$ cat src/rtl/core_pkg.sv
// Shared execute-stage types for the iterative divider.
package core_pkg;

    // RV32M divide flavours, encoded as they arrive from the decoder
    typedef enum logic [1:0] {
        DIV_S = 2'b00,
        DIV_U = 2'b01,
        REM_S = 2'b10,
        REM_U = 2'b11
    } div_op_t;

    // Divider control states
    typedef enum logic [1:0] {
        IDLE = 2'd0,
        CALC = 2'd1,
        DONE = 2'd2
    } div_state_t;

    // DIV and REM work on magnitudes and fix the signs afterwards
    function automatic logic op_is_signed(div_op_t op);
        return (op == DIV_S) || (op == REM_S);
    endfunction

    // REM/REMU return the remainder, DIV/DIVU the quotient
    function automatic logic op_is_rem(div_op_t op);
        return (op == REM_S) || (op == REM_U);
    endfunction

endpackage

$ cat src/rtl/div_step.sv
// One radix-2 restoring division iteration (purely combinational).
// The quotient register doubles as the dividend shift register: its MSB is
// shifted into the partial remainder and the new quotient bit enters at the LSB.
module div_step
    import core_pkg::*;
#(
    parameter int WIDTH = 32
) (
    input  logic [WIDTH:0]   rem_in,
    input  logic [WIDTH-1:0] quo_in,
    input  logic [WIDTH-1:0] divisor,
    output logic [WIDTH:0]   rem_out,
    output logic [WIDTH-1:0] quo_out
);

    logic [WIDTH+1:0] trial;
    logic             restore;

    // Shift, trial-subtract, and restore when the difference goes negative
    always_comb begin
        trial   = {rem_in, quo_in[WIDTH-1]} - {2'b00, divisor};
        restore = trial[WIDTH+1];
        rem_out = restore ? {rem_in[WIDTH-1:0], quo_in[WIDTH-1]} : trial[WIDTH:0];
        quo_out = {quo_in[WIDTH-2:0], ~restore};
    end

endmodule

$ cat src/rtl/iter_divider.sv
// Multi-cycle restoring divider for RV32M DIV/DIVU/REM/REMU.
// Signed operations divide magnitudes; the quotient is negated when operand
// signs differ and the remainder follows the dividend sign. Divide-by-zero and
// signed overflow bypass the iteration and finish in a single cycle.
module iter_divider
    import core_pkg::*;
#(
    parameter int WIDTH = 32
) (
    input  logic             clk,
    input  logic             reset,
    input  logic             StartE,
    input  logic [1:0]       DivOpE,
    input  logic [WIDTH-1:0] Op1E,
    input  logic [WIDTH-1:0] Op2E,
    input  logic             KillE,
    output logic             BusyE,
    output logic             DoneE,
    output logic [WIDTH-1:0] DivResultE
);

    localparam int               CNT_W   = $clog2(WIDTH + 1);
    localparam logic [WIDTH-1:0] MIN_VAL = {1'b1, {(WIDTH-1){1'b0}}};

    // Absolute value for signed ops; the most negative value maps to itself,
    // which is its correct unsigned magnitude
    function automatic logic [WIDTH-1:0] magnitude(input logic signed [WIDTH-1:0] v,
                                                   input logic is_signed);
        return (is_signed && v[WIDTH-1]) ? ~v + 1'b1 : v;
    endfunction

    // Two's-complement sign restore for the post-processing step
    function automatic logic [WIDTH-1:0] apply_sign(input logic [WIDTH-1:0] v,
                                                    input logic neg);
        return neg ? ~v + 1'b1 : v;
    endfunction

    div_state_t              state, state_next;
    div_op_t                 op_in, op_p0;
    logic [CNT_W-1:0]        cnt_p0;
    logic [WIDTH:0]          rem_p0;
    logic [WIDTH-1:0]        quo_p0;
    logic [WIDTH-1:0]        dvs_p0;
    logic [WIDTH-1:0]        result_p0;
    logic                    neg_q_p0;
    logic                    neg_r_p0;

    logic signed [WIDTH-1:0] op1_s;
    logic signed [WIDTH-1:0] op2_s;
    logic                    in_signed;
    logic                    accept;
    logic                    div_zero;
    logic                    overflow;
    logic                    special;
    logic [WIDTH-1:0]        special_res;
    logic                    last_step;
    logic [WIDTH:0]          step_rem;
    logic [WIDTH-1:0]        step_quo;
    logic [WIDTH-1:0]        final_res;

    div_step #(.WIDTH(WIDTH)) u_step (
        .rem_in  (rem_p0),
        .quo_in  (quo_p0),
        .divisor (dvs_p0),
        .rem_out (step_rem),
        .quo_out (step_quo)
    );

    // Start acceptance, special-case detect and final sign correction
    always_comb begin
        op_in     = div_op_t'(DivOpE);
        op1_s     = Op1E;
        op2_s     = Op2E;
        in_signed = op_is_signed(op_in);
        accept    = StartE && !KillE && ((state == IDLE) || (state == DONE));
        div_zero  = (Op2E == '0);
        overflow  = in_signed && (Op1E == MIN_VAL) && (Op2E == '1);
        special   = div_zero || overflow;
        if (div_zero) begin
            special_res = op_is_rem(op_in) ? Op1E : '1;
        end else begin
            special_res = op_is_rem(op_in) ? '0 : MIN_VAL;
        end
        last_step = (cnt_p0 == CNT_W'(1));
        final_res = op_is_rem(op_p0) ? apply_sign(step_rem[WIDTH-1:0], neg_r_p0)
                                     : apply_sign(step_quo, neg_q_p0);
    end

    // State register
    always_ff @(posedge clk) begin
        if (reset) begin
            state <= IDLE;
        end else begin
            state <= state_next;
        end
    end

    // Next-state logic and handshake outputs; a kill overrides everything
    always_comb begin
        state_next = state;
        BusyE      = 1'b0;
        DoneE      = 1'b0;
        case (state)
            IDLE: begin
                if (accept) state_next = special ? DONE : CALC;
            end
            CALC: begin
                BusyE = 1'b1;
                if (last_step) state_next = DONE;
            end
            DONE: begin
                DoneE = 1'b1;
                if (accept) state_next = special ? DONE : CALC;
                else        state_next = IDLE;
            end
            default: state_next = IDLE;
        endcase
        if (KillE) state_next = IDLE;
    end

    // Operand capture, one restoring step per CALC cycle, result on entry to DONE
    always_ff @(posedge clk) begin
        if (reset) begin
            op_p0     <= DIV_S;
            cnt_p0    <= '0;
            rem_p0    <= '0;
            quo_p0    <= '0;
            dvs_p0    <= '0;
            result_p0 <= '0;
            neg_q_p0  <= 1'b0;
            neg_r_p0  <= 1'b0;
        end else if (KillE) begin
            // abandoned divide: leave the visible result untouched
        end else if (accept) begin
            op_p0    <= op_in;
            cnt_p0   <= CNT_W'(WIDTH);
            rem_p0   <= '0;
            quo_p0   <= magnitude(op1_s, in_signed);
            dvs_p0   <= magnitude(op2_s, in_signed);
            neg_q_p0 <= in_signed && (Op1E[WIDTH-1] ^ Op2E[WIDTH-1]);
            neg_r_p0 <= in_signed && Op1E[WIDTH-1];
            if (special) result_p0 <= special_res;
        end else if (state == CALC) begin
            rem_p0 <= step_rem;
            quo_p0 <= step_quo;
            cnt_p0 <= cnt_p0 - CNT_W'(1);
            if (last_step) result_p0 <= final_res;
        end
    end

    assign DivResultE = result_p0;

endmodule

$ cat config.mk
export PLATFORM = sky130hd
export DESIGN_NAME = iter_divider
export DESIGN_NICKNAME = d
export VERILOG_FILES = /design/src/rtl/core_pkg.sv /design/src/rtl/div_step.sv /design/src/rtl/iter_divider.sv
export SDC_FILE = /design/constraint.sdc
export NUM_CORES = 1
export LEC_CHECK = 0
export BUFFER_PORTS_ARGS = -buffer_cell sky130_fd_sc_hd__buf_2
export CAP_MARGIN = 0
export CORE_MARGIN = 10
export CORE_UTILIZATION = 30
export CTS_CLUSTER_DIAMETER = 80
export DETAILED_ROUTE_END_ITERATION = 7
export GPL_TIMING_DRIVEN = 0
export MAX_ROUTING_LAYER = met4
export PLACE_DENSITY = 0.52
export SETUP_SLACK_MARGIN = 0.05
export SLEW_MARGIN = 20
export SYNTH_ARGS = -nofsm -noshare
export SYNTH_HDL_FRONTEND = slang
export SYNTH_SLANG_ARGS = --single-unit
$ cat constraint.sdc
create_clock -name clk -period 5.3 [get_ports clk]
set_clock_uncertainty 0.05 [all_clocks]
set_input_delay 1.325 -clock clk [delete_from_list [all_inputs] [get_ports clk]]
set_output_delay 1.325 -clock clk [all_outputs]
set_load 0.01 [all_outputs]
==> run metrics, run 1 <==
sequential cell area fraction in the yosys report 0.251; Most common cell on crit path o21ai_2; DRC viols 0; Flop pwr share 0.358; CP max stage cell or3_4; std cell rows 70; peak fanout along the critical path 10; area growth from synthesis to layout 18.2%; Gate power share 0.226; status completed; first-pass GRT wire length 69800 um; CTS buffer count 17; core area 36600 um2; drt pass-1 iters 7; initial antenna violation count 0; GRT Total Usage 0.205; internal power 2.13 mW; n_diodes 0; HPWL reported at the end of detailed placement 36300 um; switching power 1.04 mW; fin cells 2139; largest cells by area after synthesis dfxtp_1 25%, nor2_1 7.1%, nand2_1 6.3%; drt wl/cell 21.5 um; clk_lat worst skew 0.45 ns; Synth top area share 0.251; antenna-violating nets left 0; Pwr Total 3.17 mW; layout cells sized above 1 0.136; Worst-Margin Slew 1.04 ns; pin count of the biggest net entering global routing 20; fill count 3963; MaxCap Viol Count 0; synthesized area per cell 7.28 um2; clock share of power 0.416; Synth warnings 0; library cells used by synthesis 83; Crit. Startpoint rem_p0[25]; CP endpoint kind register; leakage 5.01 nW; Slew Limit Fails 0; maximum vdd drop 0.211 mV; worst min path class reg2reg; switching share of power 0.328; multi-input combinational cell area 7960 um2; Placed Area 12200 um2; IO Count 104; CTS tree yes; pwr/cell area 240 nW/um2; CTS Hold Bufs 0; unrepaired setup endpoints after global routing no; cell area after layout 13200 um2; Clock transition at path regs 0.07 ns; Critical R2R Launch rem_p0[25]; vias per cell 5.69; startpoint types register; RePlAce Congestion 0.943; starting density of the core 0.305; CP Class reg2reg; CTS root buffer clkbuf_16; clock sinks 140; final setup vio count 0; synthesized area 11200 um2; Post-synth ARST share 0; syn nets 1642; Die Ht 213 um; crit path DAT 5.39 ns; vias in the first global route 11.4k; Storage cell area 2810 um2; vias 12.2k; Port Buffers 102; Synth Instances 1532; die area 45300 um2; DIE WIDTH 213 um; Peak Freq 198 MHz; Worst EP required 5.63 ns; Final #Nets 1768; dpl cells 2102; Fin. Hold Viols 0; WHS 0.389 ns; DR iter-0 viols 1182; relative slew slack 0.301; gr ovfl total 0; cell taking the most area after synthesis dfxtp_1; Final Cycle Share 0.953; CP peak stage delay 0.43 ns; WL final 46000 um; register bit count reported by yosys 140; number of synthesized flops with an enable pin 0; hold_sp DivResultE[5]; H-Tree Depth 4; Tmin final 5.05 ns; clk buf depth 2; Synth Flop Type dfxtp_1
==> layout make-up <==
cell class | instances | area share
Sequential cell | 140 | 0.214
Timing Repair Buffer | 109 | 0.0427
Tap cell | 468 | 0.0444
Inverter | 62 | 0.0177
Buffer | 86 | 0.0304
Clock inverter | 14 | 0.0147
Clock buffer | 18 | 0.0326
Multi-Input combinational cell | 1242 | 0.604
==> power groups by stage <==
stage	clock network, mW	logic, mW	registers, mW
after floorplan	0	0.455	1.14
after global placement	0	0.675	1.15
after detailed placement	0	0.678	1.15
after CTS	1.33	0.698	1.13
after global routing	1.38	0.782	1.14
final	1.32	0.716	1.13
==> path summary, 6_finish.rpt <==
kind	to	slack, ns	depth (start not counted)
worst max-delay path	DivResultE[30]	0.25	25
worst min-delay path	DivResultE[5]	0.39	2
worst max register to register	DivResultE[30]	0.25	25
worst min register to register	DivResultE[5]	0.39	2
==> flip-flops by register name, indices dropped and copies added (netlist names) <==
| name | flops |
|---|---|
| DivResultE | 32 |
| cnt_p0 | 6 |
| dvs_p0 | 32 |
| neg_q_p0 | 1 |
| neg_r_p0 | 1 |
| op_p0 | 1 |
| quo_p0 | 32 |
| rem_p0 | 33 |
| state | 2 |
==> per-stage QoR <==
stage	utilization	TNS [ns]	setup WS, ns
4_1_cts	0.357	0	0.0605
2_1_floorplan	-	0	0.425
5_1_grt	0.360	0	0.0248
3_3_place_gp	0.335	-9.36	-1.15
6_report	0.360	0	0.249
3_5_place_dp	0.335	-9.06	-1.15
==> logic make-up (layout without fill, tap and decap cells) <==
kind of cell             count (synthesis)  in the layout  synth area share
XOR/XNOR                               143            143             0.114
buffers and inverters                  150            289            0.0533
multiplexers                            29             29            0.0265
AND/OR/NAND/NOR                        588            588             0.239
AO/OA/AOI/OAI                          442            442             0.270
adder cells (fa/ha/maj)                 40             40            0.0455
flip-flops                             140            140             0.251
==> what timing repair did <==
action,4_1_cts,5_1_grt
buffers inserted,3,4
pin swaps,9,11
endpoints found under the setup margin,14,10
gates resized for setup,48,28
==> Yosys cell counts, types with 7 or more instances <==
cell / number
a211oi_1: 35
a21o_1: 15
a21oi_1: 102
a22oi_1: 17
a311oi_1: 40
a31oi_1: 7
and2_1: 13
buf_1: 10
buf_2: 7
clkbuf_1: 68
dfxtp_1: 140
ha_1: 39
inv_1: 59
mux2i_1: 25
nand2_1: 187
nand2b_1: 11
nand3_1: 25
nand4_1: 13
nor2_1: 212
nor2b_1: 7
nor3_1: 34
nor4_1: 24
o211ai_1: 9
o21ai_0: 103
o221ai_1: 13
o31ai_1: 23
o41ai_1: 12
or3_1: 28
xnor2_1: 74
xor2_1: 68
==> layout by cell type (no fill, tap or decap), types with 7 or more instances in the layout <==
cell,netlist,routed
clkbuf_1,68,65
nor2_1,212,211
o31ai_1,23,22
nand2b_1,11,11
nand2_1,187,183
a22oi_1,17,17
buf_1,10,8
nor2b_1,7,7
nand3_1,25,25
a21oi_2,2,8
a21oi_1,102,96
nand4_1,13,13
clkbuf_16,0,17
buf_2,7,106
and2_1,13,13
a31oi_1,7,7
nor3_1,34,34
mux2i_1,25,25
a21o_1,15,15
dfxtp_1,140,131
o41ai_1,12,11
xnor2_1,74,74
xor2_1,68,67
buf_4,0,7
a211oi_1,35,35
o211ai_1,9,9
o221ai_1,13,13
a311oi_1,40,40
o21ai_0,103,97
or3_1,28,27
nor4_1,24,22
dfxtp_2,0,9
inv_1,59,56
ha_1,39,36
==> routing by layer <==
layer,vias to the layer above,part of all wire,GRT usage
met5,-,0,-
met4,0,0.019,0.0500
met3,52,0.074,0.0346
met2,514,0.45,0.315
met1,5834,0.46,0.274
li1,5781,-,-
==> worst max-delay path, delay by kind of cell (launching register included) <==
kind                       cells  cell delay [ns]
AOI/OAI and AO/OA             10             1.64
xor gates and xnor gates       1             0.16
adders and majority gates      2             0.44
buffers and inverters          6             0.76
DFF                            1             0.35
muxes                          1             0.23
and+or+nand+nor                5             1.33
No activity file was read; power rests on OpenSTA's default activity.
==> run 2, diff against run 1 <==
--- a/config.mk
+++ b/config.mk
@@ -5,6 +5,7 @@
 export SDC_FILE = /design/constraint.sdc
 export NUM_CORES = 1
 export LEC_CHECK = 0
+export ABC_AREA = 1
 export BUFFER_PORTS_ARGS = -buffer_cell sky130_fd_sc_hd__buf_2
 export CAP_MARGIN = 0
 export CORE_MARGIN = 10
==> run metrics, run 2 <==
worst min path class reg2reg; MaxCap Viol Count 0 (unchanged); WL final 55300 um (+20%); initial antenna violation count 0 (unchanged); Slew Limit Fails 0 (unchanged); Flop pwr share 0.312 (-0.046); Commonest cells post-synth 573 x nand2_1, 278 x inv_1, 184 x nor2_1, 182 x a21oi_1, 166 x nand3_1; Final #Nets 2368 (+34%); drt wl/cell 19.7 um (-8.4%); Synth top area share 0.219 (-0.0319); vias per cell 5.18 (-9.1%); critical path buffer and inverter count 5 (-1); first-pass GRT wire length 82800 um (+19%); WHS 0.412 ns (+0.0233 ns); CP peak stage delay 0.40 ns (-0.03 ns); clk_lat worst skew 0.45 ns (about the same); pwr/cell area 250 nW/um2 (+4.1%); Fin. Hold Viols 0 (unchanged); n_diodes 0 (unchanged); FF-to-FF path depth 31 (+24%); library cells used by synthesis 56 (-33%); clock sinks 140 (unchanged); Port Buffers 103 (+0.98%); CP Class reg2reg; synthesized area 12800 um2 (+15%); max reg flops 33 (unchanged); Critical R2R Launch dvs_p0[30]; post-layout util 0.346 (-0.0138); CTS root buffer clkbuf_16; area growth from synthesis to layout 14.0%; gr ovfl total 0 (unchanged); Worst Hold Depth 2 (unchanged); CP top delay family simple AND/OR/NAND/NOR gates; Crit path depth 31 (+24%); Synth warnings 0 (unchanged); fill count 4771 (+20%); switching power 1.51 mW (+46%); peak fanout along the critical path 10 (unchanged); Synth Flop Type dfxtp_1; IO Count 104 (unchanged); drt pass-1 iters 8 (+1); internal power 2.13 mW (about the same); number of synthesized flops with an enable pin 0 (unchanged); layout cells sized above 1 0.129 (-0.00727); CP endpoint kind register; FF-to-FF End DivResultE[30]; H-Tree Depth 4 (unchanged); syn nets 2246 (+37%); end of the worst hold path DivResultE[10]; GRT Total Usage 0.218 (+0.0133); CTS tree yes; final setup vio count 0 (unchanged); cell area after layout 14600 um2 (+10%); sequential cell area fraction in the yosys report 0.219 (-0.0319); hold_sp DivResultE[10]; Placed Area 14000 um2 (+14%); Synth Instances 2136 (+39%); cell taking the most area after synthesis dfxtp_1; Final Cycle Share 0.929 (-0.0237); Clock transition at path regs 0.07 ns (about the same); register bit count reported by yosys 140 (unchanged); largest cells by area after synthesis dfxtp_1 22%, nand2_1 17%, inv_1 8.2%; clock share of power 0.315 (-0.101); leakage 7.06 nW (+41%); most common cell in the netlist nand2_1; maximum vdd drop 0.170 mV (-19%); DRC viols 0 (unchanged); vias in the first global route 13.5k (+19%); CTS Hold Bufs 0 (unchanged); Tmin final 4.93 ns (-0.126 ns); crit path DAT 5.26 ns (-0.13 ns); Pwr Total 3.64 mW (+15%); synthesized area per cell 5.98 um2 (-18%); core area 42000 um2 (+15%); clk buf depth 2 (unchanged); DR iter-0 viols 1306 (+10%); most frequent cells in the layout 573 x nand2_1, 278 x inv_1, 183 x nor2_1; startpoint types register; pin count of the biggest net entering global routing 17 (-15%); antenna-violating nets left 0 (unchanged); Die Ht 226 um (+6.4%); Peak Freq 203 MHz (+2.6%); RePlAce Congestion 0.975 (+3.4%); switching share of power 0.416 (+0.0879); std cell rows 75 (+7.1%); CP max stage cell ha_2; most common cell after layout, fill and taps aside nand2_1; relative slew slack 0.210 (-0.0907); R2R setup slack 0.37 ns (+0.13 ns); die area 51200 um2 (+13%); Most common cell on crit path nand2_1; Worst-Margin Slew 1.18 ns (+0.141 ns); DIE WIDTH 226 um (+6.4%); Worst EP required 5.63 ns (about the same); starting density of the core 0.304 (-0.000838); Gate power share 0.373 (+0.147); Top reg by flops rem_p0; HPWL reported at the end of detailed placement 45700 um (+26%); status completed; Post-synth ARST share 0 (unchanged); CTS buffer count 17 (unchanged); vias 14.5k (+19%)
run 2: power groups by stage:
stage,Sequential (mW),Combinational [mW],Clock [mW]
after floorplan,1.15,0.912,0
after global placement,1.16,1.32,0
after detailed placement,1.16,1.32,0
after CTS,1.14,1.33,1.16
after global routing,1.14,1.48,1.20
final,1.14,1.36,1.15
run 2: metal layers:
metal	vias up	wire length [um]	global-route usage
met4	0	985	0.0548
met5	-	0	-
met2	506	25100	0.344
li1	7222	-	-
met1	6776	25900	0.295
met3	44	3370	0.0212
run 2: cells by family after synthesis:
group                      share of synthesized area
xor gates and xnor gates                      0.0309
adders and majority gates                     0.0398
buffers and inverters                          0.117
DFF                                            0.219
AOI/OAI and AO/OA                              0.178
and+or+nand+nor                                0.415
run 2: final cells by class:
class                           instances  area, um2  area share
Buffer                                 77        389      0.0267
Clock buffer                           20        447      0.0307
Clock inverter                         12       91.3     0.00628
Inverter                              294       1100      0.0758
Multi-Input combinational cell       1625       8530       0.586
Sequential cell                       140       2800       0.193
Tap cell                              539        674      0.0463
Timing Repair Buffer                  103        515      0.0354
run 2: metrics by stage:
stage                     setup WS [ns]  setup TNS (ns)  instances
after CTS                         0.226               0       2810
after floorplan                    1.42               0       2136
after global placement            0.307               0       2778
after detailed placement          0.279               0       2778
after global routing           -0.00432        -0.00432       2810
final                             0.375               0       2810
run 2: worst register-to-register path, delay by kind of cell, from the launching register on:
| family | cells | cell delay, ns |
|---|---|---|
| AO/OA/AOI/OAI | 5 | 0.73 |
| adder cells (fa/ha/maj) | 2 | 0.57 |
| buffers and inverters | 5 | 0.60 |
| flip-flops | 1 | 0.33 |
| AND/OR/NAND/NOR | 19 | 2.62 |
run 2: worst max path at each step:
stage | end | slack (ns) | startpoint
after detailed placement | DivResultE[30] | 0.28 | dvs_p0[30]
after floorplan | DivResultE[30] | 1.42 | dvs_p0[16]
after global routing | DivResultE[30] | -0.004 | dvs_p0[30]
final | DivResultE[30] | 0.37 | dvs_p0[30]
after CTS | DivResultE[30] | 0.23 | dvs_p0[30]
after global placement | DivResultE[30] | 0.31 | dvs_p0[30]
run 2: timing repair:
| action | in CTS | in global routing |
|---|---|---|
| resized for setup | 0 | 13 |
| setup buffers | 0 | 0 |
| endpoints found under the setup margin | 0 | 5 |
